**src/rtl/cmp_lookahead_pipe.sv**
```systemverilog
// Pipelined magnitude comparator: 4-bit CMP lookahead blocks in a log4 tree,
// one register stage per tree level, global-stall valid/ready handshake.
module cmp_lookahead_pipe #(
    parameter int D_WIDTH   = 16,
    parameter int TAG_WIDTH = 4
) (
    input  logic                 clk,
    input  logic                 rst,
    input  logic                 in_valid,
    output logic                 in_ready,
    input  logic [D_WIDTH-1:0]   in_a,
    input  logic [D_WIDTH-1:0]   in_b,
    input  logic [1:0]           in_mode,
    input  logic [TAG_WIDTH-1:0] in_tag,
    output logic                 out_valid,
    input  logic                 out_ready,
    output logic [2:0]           out_result,
    output logic [TAG_WIDTH-1:0] out_tag
);

    localparam int IW     = D_WIDTH + 1;
    localparam int LEVELS = (IW <= 4) ? 1 : (IW <= 16) ? 2 : (IW <= 64) ? 3 : 4;
    localparam int PW     = 4 ** LEVELS;
    localparam int UW     = (PW - 1) / 3;

    // Bit offset of tree level lvl (1..LEVELS) inside the flat level vectors.
    function automatic int level_offset(input int lvl);
        int ofs;
        ofs = 0;
        for (int k = 1; k < lvl; k++) ofs += PW >> (2 * k);
        return ofs;
    endfunction

    function automatic logic [IW-1:0] prep(input logic [D_WIDTH-1:0] v, input logic [1:0] mode);
        logic [IW-1:0] ext;
        logic [IW-1:0] res;
        ext = {v[D_WIDTH-1], v};
        case (mode)
            2'b01:   res = {~v[D_WIDTH-1], v};
            2'b10:   res = ext[IW-1] ? (~ext + IW'(1)) : ext;
            default: res = {1'b0, v};
        endcase
        return res;
    endfunction

    logic [PW-1:0]        a_pad, b_pad;
    logic [PW-1:0]        p0_next, g0_next, s0_next;
    logic [PW-1:0]        p0_reg, g0_reg, s0_reg;
    logic [UW-1:0]        gu_next, su_next;
    logic [UW-1:0]        gu_reg, su_reg;
    logic                 eq_next, eq_reg;
    logic [LEVELS:0]      valid_reg;
    logic [TAG_WIDTH-1:0] tag_reg [0:LEVELS];
    logic                 stall;

    assign stall    = valid_reg[LEVELS] & ~out_ready;
    assign in_ready = ~stall;

    always_comb begin
        a_pad   = PW'(prep(in_a, in_mode));
        b_pad   = PW'(prep(in_b, in_mode));
        p0_next = a_pad ^ b_pad;
        g0_next = a_pad & ~b_pad;
        s0_next = ~a_pad & b_pad;
    end

    genvar gi, gj;
    generate
        for (gi = 1; gi <= LEVELS; gi++) begin : g_level
            localparam int NB      = PW >> (2 * gi);
            localparam int OUT_OFS = level_offset(gi);
            logic [4*NB-1:0] p_in, g_in, s_in;

            if (gi == 1) begin : g_src_bits
                assign p_in = p0_reg;
                assign g_in = g0_reg;
                assign s_in = s0_reg;
            end else begin : g_src_level
                localparam int IN_OFS = level_offset(gi - 1);
                assign g_in = gu_reg[IN_OFS +: 4*NB];
                assign s_in = su_reg[IN_OFS +: 4*NB];
                assign p_in = g_in ^ s_in;
            end

            for (gj = 0; gj < NB; gj++) begin : g_blk
                logic [3:0] p;
                logic [3:0] cmp;
                assign p   = p_in[4*gj +: 4];
                // One-hot select of the most significant differing bit.
                assign cmp = {p[3], p[2] & ~p[3], p[1] & ~(|p[3:2]), p[0] & ~(|p[3:1])};
                // Level data only moves when a valid transaction occupies the source stage.
                assign gu_next[OUT_OFS+gj] = valid_reg[gi-1] ? |(cmp & g_in[4*gj +: 4]) : gu_reg[OUT_OFS+gj];
                assign su_next[OUT_OFS+gj] = valid_reg[gi-1] ? |(cmp & s_in[4*gj +: 4]) : su_reg[OUT_OFS+gj];
                if (gi == LEVELS) begin : g_root
                    assign eq_next = valid_reg[gi-1] ? ~(|cmp) : eq_reg;
                end
            end
        end
    endgenerate

    always_ff @(posedge clk) begin
        if (rst) begin
            valid_reg <= '0;
            p0_reg    <= '0;
            g0_reg    <= '0;
            s0_reg    <= '0;
            gu_reg    <= '0;
            su_reg    <= '0;
            eq_reg    <= 1'b1;
            for (int k = 0; k <= LEVELS; k++) tag_reg[k] <= '0;
        end else if (!stall) begin
            valid_reg <= {valid_reg[LEVELS-1:0], in_valid};
            if (in_valid) begin
                p0_reg     <= p0_next;
                g0_reg     <= g0_next;
                s0_reg     <= s0_next;
                tag_reg[0] <= in_tag;
            end
            gu_reg <= gu_next;
            su_reg <= su_next;
            eq_reg <= eq_next;
            for (int k = 1; k <= LEVELS; k++) begin
                if (valid_reg[k-1]) tag_reg[k] <= tag_reg[k-1];
            end
        end
    end

    assign out_valid  = valid_reg[LEVELS];
    assign out_result = {eq_reg, gu_reg[UW-1], su_reg[UW-1]};
    assign out_tag    = tag_reg[LEVELS];

endmodule

```
**config.mk**
```make
export PLATFORM = sky130hd
export DESIGN_NAME = cmp_lookahead_pipe
export DESIGN_NICKNAME = d
export VERILOG_FILES = /design/src/rtl/cmp_lookahead_pipe.sv
export SDC_FILE = /design/constraint.sdc
export NUM_CORES = 1
export LEC_CHECK = 0
export BUFFER_PORTS_ARGS = -buffer_cell sky130_fd_sc_hd__buf_2
export CORE_ASPECT_RATIO = 1.1
export CORE_MARGIN = 2
export CORE_UTILIZATION = 54
export CTS_CLUSTER_SIZE = 40
export DETAILED_ROUTE_END_ITERATION = 8
export GPL_ROUTABILITY_DRIVEN = 0
export GPL_TIMING_DRIVEN = 0
export PLACE_DENSITY = 0.77
export SKIP_CTS_REPAIR_TIMING = 1
export SYNTH_ARGS = -nofsm -noshare
export SYNTH_HDL_FRONTEND = slang
export SYNTH_SLANG_ARGS = --single-unit
export TNS_END_PERCENT = 20
```
**constraint.sdc**
```tcl
create_clock -name clk -period 2.5 [get_ports clk]
set_input_delay 0.375 -clock clk [delete_from_list [all_inputs] [get_ports clk]]
set_output_delay 0.375 -clock clk [all_outputs]
set_load 0.1 [all_outputs]
```
Yosys cells after proc, flatten, opt, wreduce, memory -nomap -nowiden

Memories as Yosys holds them, arrays and structs flattened.
Index checks and enable logic that the tools add are counted.

Memory bits (writable): 16
Word-level logic and storage cells: 318
Flip-flop bits (word level): 239
Memories kept: 1
Output and inout port bits: 9

Reduce and logical (&&, ||, !) cells: 89
Bitwise gates (word level): 187
Equality and inequality tests: 2
Mux-type cells: 26
$add $sub $neg: 2

Memories:

| memory  | depth | width | rd ports | clocked after memory_dff | wr ports | line | source |
|---|---|---|---|---|---|---|---|
| tag_reg | 4     | 4     | 4        | 0                        | 4        | 53   | `logic [TAG_WIDTH-1:0] tag_reg [0:LEVELS];` |

Operators with widths:

| cell                  | number |
|---|---|
| $reduce_or 4->1       | 43 |
| $and 4x4->4           | 42 |
| $not 17->64           | 2 |
| $not 1->1             | 68 |
| $pmux 17 s2           | 2 |
| $and 1x1->1           | 64 |
| $and 17x64->64        | 1 |
| $and 64x17->64        | 1 |
| $reduce_or 3->1       | 21 |
| $reduce_or 2->1       | 21 |
| $add 17x1->17 const B | 2 |
| $mux 17               | 2 |
| $not 17->17           | 2 |
| $mux 1                | 18 |
| $xor 17x17->17        | 1 |
| $mux 4                | 4 |
| $xor 16x16->16        | 1 |
| $reduce_and 2->1      | 4 |
| $or 1x1->1            | 4 |
| $xor 4x4->4           | 1 |
| $eq 2x1->1 const B    | 1 |
| $eq 2x2->1 const B    | 1 |

Longest topological paths before layout

Gate-level depths: netlist of the first run.

Depth after elaboration: 6
Depth in mapped cells: 10

Worst setup path before layout of the first run

No wires, ideal clock.

Path kind: flip-flop to flip-flop
Start: register valid_reg[3]
End: memory tag_reg[0][0], enable pin
Data required time: 2.228 ns
Arrival time: 2.461 ns
Cell stages (with the launch flop): 7
Path slack: -0.232 ns
Period minus slack after synthesis: 2.732 ns
Path through: dfxtp_1 -> nor2b_1 -> clkbuf_1 -> inv_2 -> a21oi_1 -> clkbuf_1 -> inv_1

RTL lines:

| element                | line | source |
|---|---|---|
| from (decl)            | 52   | `logic [LEVELS:0] valid_reg;` |
| from (signal assigned) | 112  | `valid_reg <= {valid_reg[LEVELS-1:0], in_valid};` |
| to (decl)              | 53   |  |

Worst setup path after layout of the first run

Start: input in_mode[0]
End: register p0_reg[9], in the netlist g_level[1].p_in[9]

Longest elaborated chain between the ends: 3

Ends and longest elaborated chain:

| element                                  | line | source |
|---|---|---|
| from (decl)                              | 13   | `input logic [1:0] in_mode,` |
| $eq 2x2->1 or $eq 2x1->1 (tied branches) | 38   | `case (mode)` |
| $pmux 17 s2                              | 38   |  |
| $xor 17x17->17 (*)                       | 62   | `p0_next = a_pad ^ b_pad;` |
| to (signal assigned)                     | 114  | `p0_reg <= p0_next;` |
| to (decl)                                | 48   | `logic [PW-1:0] p0_reg, g0_reg, s0_reg;` |

Mark *: on every way between the ends. The rest lies on a longest branch, timed or not.
A chain may end at the register's enable or synchronous reset.

==> flow_summary.json, run 1 <==
{
  "status": "completed",
  "synth-main-ff-cell": "dfxtp_1",
  "placed_area_um2": 5460,
  "via_per_inst": 6.13,
  "power.density_nw_per_um2": 540,
  "wl_per_cell_um": 16.9,
  "postSynthCellCount": 554,
  "slowest_delay_ns": 0.47,
  "worst-path-buf-inv": 3,
  "max_slew_margin_pct": 56.4,
  "reg2reg_to": "g0_reg[6]",
  "crit_cells": 10,
  "drt_iter0_markers": 249,
  "ys_seq_area_share_pct": 37.9,
  "synthTopCellsByCount": "72 x dfxtp_1, 51 x nand2_1, 42 x ha_1",
  "dp_hpwl_mm": 9.71,
  "hold_class": "input port to flop",
  "layout_worst_path_cycle_share_pct": 92.3,
  "grt_antenna_before_repair": 0,
  "reg2reg_slack_ns": 0.31,
  "post-route-cell-area_um2": 5660,
  "ir_drop_mv": 0.258,
  "dieArea_um2": 10200,
  "startpoint": "in_mode[0]",
  "path_class": "input port to flop",
  "layout-drive-gt1-share_pct": 15.4,
  "rows": 37,
  "grt_max_degree": 17,
  "crit_path_cell_trace": "buf_2 -> inv_1 -> ha_1 -> nand2b_1 -> clkbuf_1 -> nand2_1 -> o211ai_1 -> o31ai_1 -> ha_1 -> o21ai_0",
  "tightest_slew_ns": 0.653,
  "required_ns": 2.79,
  "rsz0062_at_grt": "no",
  "die_width_um": 96.4,
  "synth_most_common_cell": "dfxtp_1",
  "crit_fanout": 10,
  "p_total_mw": 3.06,
  "cts_max_level": 3,
  "yosys_warnings": 0,
  "synthArstFlopShare_pct": 0,
  "cts_max_path_buffers": 2,
  "synth_top_cells_by_area": "dfxtp_1 28%, ha_1 10%, edfxtp_1 9.5%",
  "netlist.area_leader.share_pct": 28.4,
  "cts_buffers": 9,
  "cts_sinks": 88,
  "die_h_um": 106,
  "cts_tree": "done",
  "synthToLayoutAreaGrowth_pct": 11.6,
  "cp_top_family": "adder cells",
  "num_io_pins": 51,
  "first_pass_iters": 5,
  "synthesis.area_um2": 5070,
  "grt_pass1_vias": 4140,
  "core_um2": 9260,
  "worstPathArrival_ns": 2.60,
  "drv_cap": 0,
  "fin_skew_ns": 0.00883,
  "slew_violations": 0,
  "leakage_nw": 2.33,
  "numPortBuffers": 48,
  "grtUsageTotal_pct": 24.9,
  "power_frac_comb_pct": 19.8,
  "syn-num-nets": 638,
  "drc_errors": 0,
  "ys_ff_latch": 88,
  "cp_common_cell": "ha_1",
  "insertion_delay_ns": 0.36,
  "synth_edf_count": 16,
  "nNetsFinal": 696,
  "regToRegStartpoint": "valid_reg[3]",
  "power_frac_clock_pct": 28.6,
  "switchingPower_uw": 934,
  "pwr-share-seq_pct": 51.5,
  "grt-ovfl-total": 0,
  "final.fill_count": 834,
  "setup_viol": 0,
  "start_kind": "input port",
  "clock-root-buffer": "clkbuf_8",
  "yosysUniqueCellTypes": 58,
  "initial_core_util_pct": 54.8,
  "clk_pin_slew_ns": 0.09,
  "syn_area_per_cell_um2": 9.15,
  "ant_nets": 0,
  "intPower_mw": 2.12,
  "rr_worst_depth": 7,
  "finalHoldViolations": 0,
  "worst_path_max_delay_cell": "clkbuf_1",
  "cp-end-kind": "flop",
  "grt_pass1_wl_mm": 19.9,
  "timing.fmax_mhz": 433,
  "period_minus_slack_ns": 2.31,
  "num_vias": 4502,
  "wirelength_mm": 12.4,
  "synth_area_leader_cell": "dfxtp_1",
  "diodes": 0,
  "crit_end": "g_level[1].p_in[9]",
  "netSwitchingFraction_pct": 30.6
}
-- how the worst min path moves through the flow --
stage | from | endpoint | slack [ns] | cells after the start
2_1_floorplan | g_level[1].p_in[0] | g_level[1].p_in[0] | 0.42 | 2
5_1_grt | in_tag[0] | tag_reg[0][0] | 0.31 | 2
3_5_place_dp | g_level[1].p_in[0] | g_level[1].p_in[0] | 0.44 | 2
4_1_cts | in_tag[3] | tag_reg[0][3] | 0.30 | 2
6_report | in_tag[2] | tag_reg[0][2] | 0.32 | 2
3_3_place_gp | g_level[1].p_in[0] | g_level[1].p_in[0] | 0.43 | 2
-- power by group through the flow --
stage	Sequential (mW)	Combinational, mW	Clock, mW
after floorplan	1.60	0.403	0
after global placement	1.60	0.574	0
after detailed placement	1.61	0.591	0
after CTS	1.57	0.595	0.898
after global routing	1.59	0.665	0.953
final	1.58	0.606	0.876
-- stage by stage --
stage	TNS (ns)	cells	worst slack (ns)	hold slack (ns)	utilization (%)
6_report	0	734	0.191	0.324	61.1
3_3_place_gp	-5.96	719	-0.368	0.433	59.0
4_1_cts	-0.0174	735	-0.0174	0.304	60.8
2_1_floorplan	0	554	0.0677	0.417	-
3_5_place_dp	-7.36	719	-0.380	0.438	59.0
5_1_grt	0	734	0.0501	0.313	61.1
-- layout make-up --
class,count,area [µm²],share of cell area (%)
multi-input cells,401,2870,50.7
flip-flops and latches,88,1920,34.0
repair buffers,48,240,4.24
plain buffers,36,203,3.58
well taps,117,146,2.59
clock buffers,10,128,2.25
inverters,28,105,1.86
clock inverters,6,46.3,0.818
-- logic make-up after synthesis --
family / after synthesis / share of synthesized area, %
buf+inv: 65 / 6.09
simple gates: 164 / 17.3
mux: 3 / 0.592
flops: 88 / 37.9
compound gates: 188 / 27.0
fa+ha+maj: 44 / 10.8
xor+xnor: 2 / 0.345
-- per-layer routing --
layer	wire, µm	track usage (%)	up-vias
met1	5280	31.5	2117
met4	380	11.3	0
met5	0	0	-
met3	639	3.57	31
li1	-	-	2194
met2	6070	41.5	160
-- worst register-to-register path, stage by stage, from the launching register on --
cell,delay [ns]
dfxtp_2,0.33
nor2b_1,0.12
clkbuf_1,0.17
nor2_1,0.39
and2_1,0.19
clkbuf_1,0.25
clkbuf_1,0.47
a22o_1,0.21
-- cell usage in the layout (no fill, tap or decap), types with 4 or more instances in the layout --
cell | netlist | final
nor2b_1 | 7 | 7
or2_2 | 6 | 6
o21a_1 | 4 | 4
o31ai_1 | 21 | 21
and3_1 | 9 | 9
buf_2 | 0 | 48
nand2b_1 | 7 | 7
ha_1 | 42 | 42
nor2_1 | 11 | 11
a221o_1 | 7 | 7
o41ai_1 | 8 | 6
inv_1 | 27 | 27
a32oi_1 | 8 | 8
o31a_1 | 9 | 9
a22o_1 | 34 | 34
clkbuf_8 | 3 | 12
clkbuf_1 | 24 | 22
o21ai_0 | 39 | 39
or4_1 | 5 | 5
dfxtp_1 | 72 | 71
or3_1 | 12 | 12
and2_1 | 16 | 16
nand3b_1 | 4 | 4
a21o_1 | 11 | 11
nand2_1 | 51 | 51
a21oi_1 | 24 | 24
buf_4 | 7 | 7
edfxtp_1 | 16 | 16
nand3_1 | 12 | 12
nor3_1 | 13 | 13
(Power assumes the default switching activity.)
==> inputs of run 2 (changes only) <==
REMOVE_ABC_BUFFERS = 1   (was unset)
==> run 2 against run 1 <==
Against the previous run: final cell count shrank 4.5%; die area unchanged; wire length shrank 6.7%; flip-flop and latch count unchanged; highest routed layer unchanged; setup slack got worse by 0.14 ns; cell area fell by 2.3%; critical endpoint is now g_level[1].p_in[14]; count of clock-buffer cells in the layout fell by 1; combinational power down 7.1%; power grew 2.3%; critical path depth down 1; sequential share of layout area up 0.79 points; via count is 4.7% lower.
==> flow_summary.json, run 2 (synthesis results as in run 1) <==
{
  "crit_path_cell_trace": "buf_2 -> inv_1 -> ha_1 -> or4b_2 -> o41ai_2 -> nand3_1 -> and3_1 -> ha_1 -> o21ai_0",
  "diodes": 0,
  "wirelength_mm": 11.5,
  "cts_tree": "done",
  "worst-path-buf-inv": 2,
  "synthToLayoutAreaGrowth_pct": 9.03,
  "most-common-layout-cells": "72 x dfxtp_1, 51 x nand2_1, 50 x buf_2, 42 x ha_1, 39 x o21ai_0",
  "die_width_um": 96.4,
  "status": "completed",
  "leakage_nw": 2.25,
  "path_class": "input port to flop",
  "grt_pass1_wl_mm": 19.5,
  "cts_max_path_buffers": 2,
  "cp_common_cell": "ha_1",
  "hold_class": "input port to flop",
  "die_h_um": 106,
  "max_slew_margin_pct": 10.7,
  "numPortBuffers": 50,
  "drt_iter0_markers": 230,
  "clock-root-buffer": "clkbuf_8",
  "cp_top_family": "simple AND/OR/NAND/NOR gates",
  "layout_worst_path_cycle_share_pct": 97.8,
  "mostFrequentLayoutCell": "dfxtp_1",
  "via_per_inst": 6.12,
  "num_vias": 4290,
  "fin_setup_tns_ns": 0,
  "crit_cells": 9,
  "hold_ws_ns": 0.296,
  "grt_max_degree": 40,
  "initial_core_util_pct": 54.8,
  "rsz0062_at_grt": "yes",
  "dieArea_um2": 10200,
  "grt_antenna_before_repair": 0,
  "worstPathArrival_ns": 2.75,
  "cts_max_level": 3,
  "ant_nets": 0,
  "worst_path_max_delay_cell": "or4b_2",
  "drc_errors": 0,
  "period_minus_slack_ns": 2.45,
  "num_io_pins": 51,
  "clk_pin_slew_ns": 0.11,
  "finalHoldViolations": 0,
  "grt_pass1_vias": 4220,
  "start_kind": "input port",
  "first_pass_iters": 5,
  "wl_per_cell_um": 16.5,
  "power.density_nw_per_um2": 566,
  "core_um2": 9260,
  "rr_worst_depth": 4,
  "tightest_slew_ns": 1.34,
  "cts_sinks": 88,
  "setup_ws_ns": 0.0547,
  "cp-end-kind": "flop",
  "pre_cts_slack_ns": -0.752,
  "rows": 37,
  "timing.fmax_mhz": 409,
  "drv_cap": 0,
  "slowest_delay_ns": 0.73,
  "insertion_delay_ns": 0.38,
  "grtUsageTotal_pct": 24.3,
  "grt-ovfl-total": 0,
  "layout-drive-gt1-share_pct": 15.1,
  "min_path_cells": 2,
  "required_ns": 2.80,
  "fin_skew_ns": 0.00859,
  "nNetsFinal": 663,
  "setup_viol": 0,
  "slew_violations": 0,
  "cts_buffers": 9,
  "ir_drop_mv": 0.265,
  "dp_hpwl_mm": 8.34,
  "crit_fanout": 5
}
[run 2: metal layers]
metal | global-route usage [%] | part of all wire (%) | vias up
li1 | - | - | 2132
met1 | 29.7 | 43 | 2013
met2 | 41.4 | 50 | 127
met3 | 4.72 | 5.1 | 18
met4 | 9.86 | 2.1 | 0
met5 | 0 | 0 | -
[run 2: final timing paths]
| path | slack [ns] | endpoint | start |
|---|---|---|---|
| worst max-delay path | 0.05 | g_level[1].p_in[14] | in_b[0] |
| worst min-delay path | 0.30 | tag_reg[0][3] | in_tag[3] |
| worst max register to register | 0.22 | g0_reg[5] | valid_reg[3] |
| worst min register to register | 0.47 | g_level[1].p_in[4] | g_level[1].p_in[4] |
[run 2: worst reg2reg max path, cell delays in order (launching register included)]
cell and delay (ns):
dfxtp_1 0.31, nor2b_1 0.21, nor2_1 0.33, and2_1 1.09, a22o_1 0.28
[run 2: area by class of cell]
class / instances / area, µm²
inverter: 28 / 105
clock inverter: 7 / 75.1
tap: 117 / 146
multi-input combinational: 401 / 2890
clock buffer: 9 / 124
fill: 808 / 3730
sequential: 88 / 1920
timing repair buffer: 51 / 270
[run 2: through the flow]
stage	utilization, %	power [mW]	area (µm²)	instances
after CTS	59.3	3.14	5490	701
after detailed placement	57.2	2.16	5300	685
final	59.7	3.13	5530	701
after global routing	59.7	3.28	5530	701
after floorplan	-	1.96	4870	517
after global placement	56.9	2.13	5260	684
[run 2: power breakdown]
part,total [mW],switching (mW),internal [mW]
Sequential,1.58,0.0534,1.52
Combinational,0.563,0.348,0.215
Clock,0.989,0.595,0.393
Total,3.13,0.997,2.13
==> inputs of run 3 (changes only) <==
CORE_UTILIZATION = 60   (was 54)
PLACE_DENSITY = 0.81   (was 0.77)
clock period = 3.2 ns   (was 2.5 ns; I/O delays follow)
==> run 3 against run 2 <==
Against the previous run: clock power down 23%; setup slack better by 0.27 ns; largest cell class unchanged; final cell count down 0.86%; largest power group unchanged; cell area down 0.63%; hold slack better by 0.11 ns; combinational power down 22%; power down 22%; utilization up 6.7 points; critical path depth unchanged; sequential share of layout area up 0.22 points.
==> flow_summary.json, run 3 (synthesis results as in run 1) <==
{
  "nNetsFinal": 663,
  "path_class": "input port to flop",
  "period_minus_slack_ns": 2.88,
  "crit_fanout": 31,
  "crit_path_cell_trace": "buf_2 -> inv_1 -> ha_1 -> nand2b_1 -> or4_1 -> o221ai_1 -> a21oi_1 -> ha_1 -> a22o_1",
  "post-route-cell-area_um2": 5490,
  "tightest_slew_ns": 1.11,
  "layout_worst_path_cycle_share_pct": 90.0,
  "required_ns": 3.47,
  "final.fill_count": 681,
  "rows": 35,
  "multi_input_area_um2": 2860,
  "drc_errors": 0,
  "ir_drop_mv": 0.233,
  "wl_per_cell_um": 16.6,
  "die_width_um": 91.7,
  "start_kind": "input port",
  "insertion_delay_ns": 0.37,
  "grt_use_met2_pct": 46.9,
  "worst_path_max_delay_cell": "nand2b_1",
  "hold_start": "in_tag[0]",
  "regArea_um2": 1920,
  "die_h_um": 100,
  "slew_violations": 0,
  "num_io_pins": 51,
  "leakage_nw": 2.24,
  "fin_skew_ns": 0.0115,
  "power.density_nw_per_um2": 442,
  "hold_class": "input port to flop",
  "min_path_cells": 2,
  "mostFrequentLayoutCell": "dfxtp_1",
  "grtUsageTotal_pct": 26.5,
  "via_per_inst": 6.23,
  "grt-ovfl-total": 0,
  "grt_max_degree": 40,
  "cts_sinks": 88,
  "dp_hpwl_mm": 8.31,
  "status": "completed",
  "regToRegStartpoint": "valid_reg[3]",
  "ant_nets": 0,
  "timing.fmax_mhz": 347,
  "clk_pin_slew_ns": 0.10,
  "synthToLayoutAreaGrowth_pct": 8.34,
  "min_to": "tag_reg[0][0]",
  "cp_common_cell": "ha_1",
  "rr_worst_depth": 4,
  "cts_max_path_buffers": 2,
  "slowest_delay_ns": 0.70,
  "cts_max_level": 3,
  "cp-end-kind": "flop",
  "grt_antenna_before_repair": 0,
  "busiest_layer": "met2",
  "numPortBuffers": 50,
  "fin_setup_tns_ns": 0,
  "cts_buffers": 9,
  "num_vias": 4328,
  "worstPathArrival_ns": 3.15,
  "rsz0062_at_grt": "no",
  "grt_pass1_wl_mm": 19.7,
  "setup_viol": 0,
  "wirelength_mm": 11.5,
  "reg2reg_slack_ns": 0.90,
  "diodes": 0,
  "grt_pass1_vias": 4258,
  "clock-root-buffer": "clkbuf_8",
  "drt_iter0_markers": 207,
  "layout-drive-gt1-share_pct": 14.7,
  "core_um2": 8280,
  "finalHoldViolations": 0,
  "placed_area_um2": 5290,
  "dieArea_um2": 9200,
  "initial_core_util_pct": 61.3,
  "grt_use_met3_pct": 5.11,
  "max_slew_margin_pct": 26.3,
  "cts_tree": "done",
  "reg2reg_to": "tag_reg[0][5]",
  "most-common-layout-cells": "72 x dfxtp_1, 51 x nand2_1, 50 x buf_2, 42 x ha_1, 39 x o21ai_0",
  "first_pass_iters": 5,
  "drv_cap": 0,
  "met1_usage_pct": 32.0
}
==> run 3: cell types whose count changed in the layout (fill, tap and decap cells not counted), sizes merged <==
cell and delta:
clkinv +1, clkinvlp -1
==> run 3: per-layer routing <==
| layer | wire [µm] | vias to the layer above |
|---|---|---|
| met4 | 242 | 0 |
| met2 | 5660 | 154 |
| met1 | 4950 | 2024 |
| li1 | - | 2126 |
| met3 | 685 | 24 |
| met5 | 0 | - |
==> run 3: worst max-delay path by stage <==
stage / startpoint / to / slack [ns] / cells after the start
after floorplan: valid_reg[3] / tag_reg[0][0] / -1.24 / 4
after global placement: out_ready / tag_reg[0][0] / -2.00 / 5
after detailed placement: in_mode[0] / g_level[1].p_in[13] / -0.14 / 9
after CTS: in_mode[0] / g_level[1].p_in[13] / 0.25 / 9
after global routing: in_mode[0] / g_level[1].p_in[11] / 0.17 / 9
final: in_mode[0] / g_level[1].s_in[11] / 0.32 / 9
==> run 3: critical path, delay by kind of cell <==
kind | cells | cell delay, ns
simple gates | 2 | 1.39
fa+ha+maj | 2 | 0.63
compound gates | 3 | 0.53
buf+inv | 2 | 0.13
==> run 3: area by class of cell <==
type | instances | area share, %
Clock inverter | 7 | 1.34
Sequential cell | 88 | 35.0
Timing Repair Buffer | 51 | 4.92
Tap cell | 111 | 2.53
Inverter | 28 | 1.91
Multi-Input combinational cell | 401 | 52.1
Clock buffer | 9 | 2.25
==> run 3: per-stage QoR <==
stage / hold slack (ns) / std cells / total power, mW / utilization (%) / setup slack [ns]
finish: 0.408 / 695 / 2.43 / 66.4 / 0.320
global route: 0.392 / 695 / 2.55 / 66.4 / 0.168
global placement: 0.434 / 678 / 1.66 / 63.5 / -2.00
CTS: 0.398 / 695 / 2.44 / 66.3 / 0.245
detailed placement: 0.438 / 679 / 1.69 / 63.9 / -0.141
floorplan: 0.417 / 517 / 1.53 / - / -1.24
==> run 3: report_power, final <==
group | switching [mW] | internal [mW]
Sequential | 0.0411 | 1.19
Clock | 0.454 | 0.306
Combinational | 0.272 | 0.165
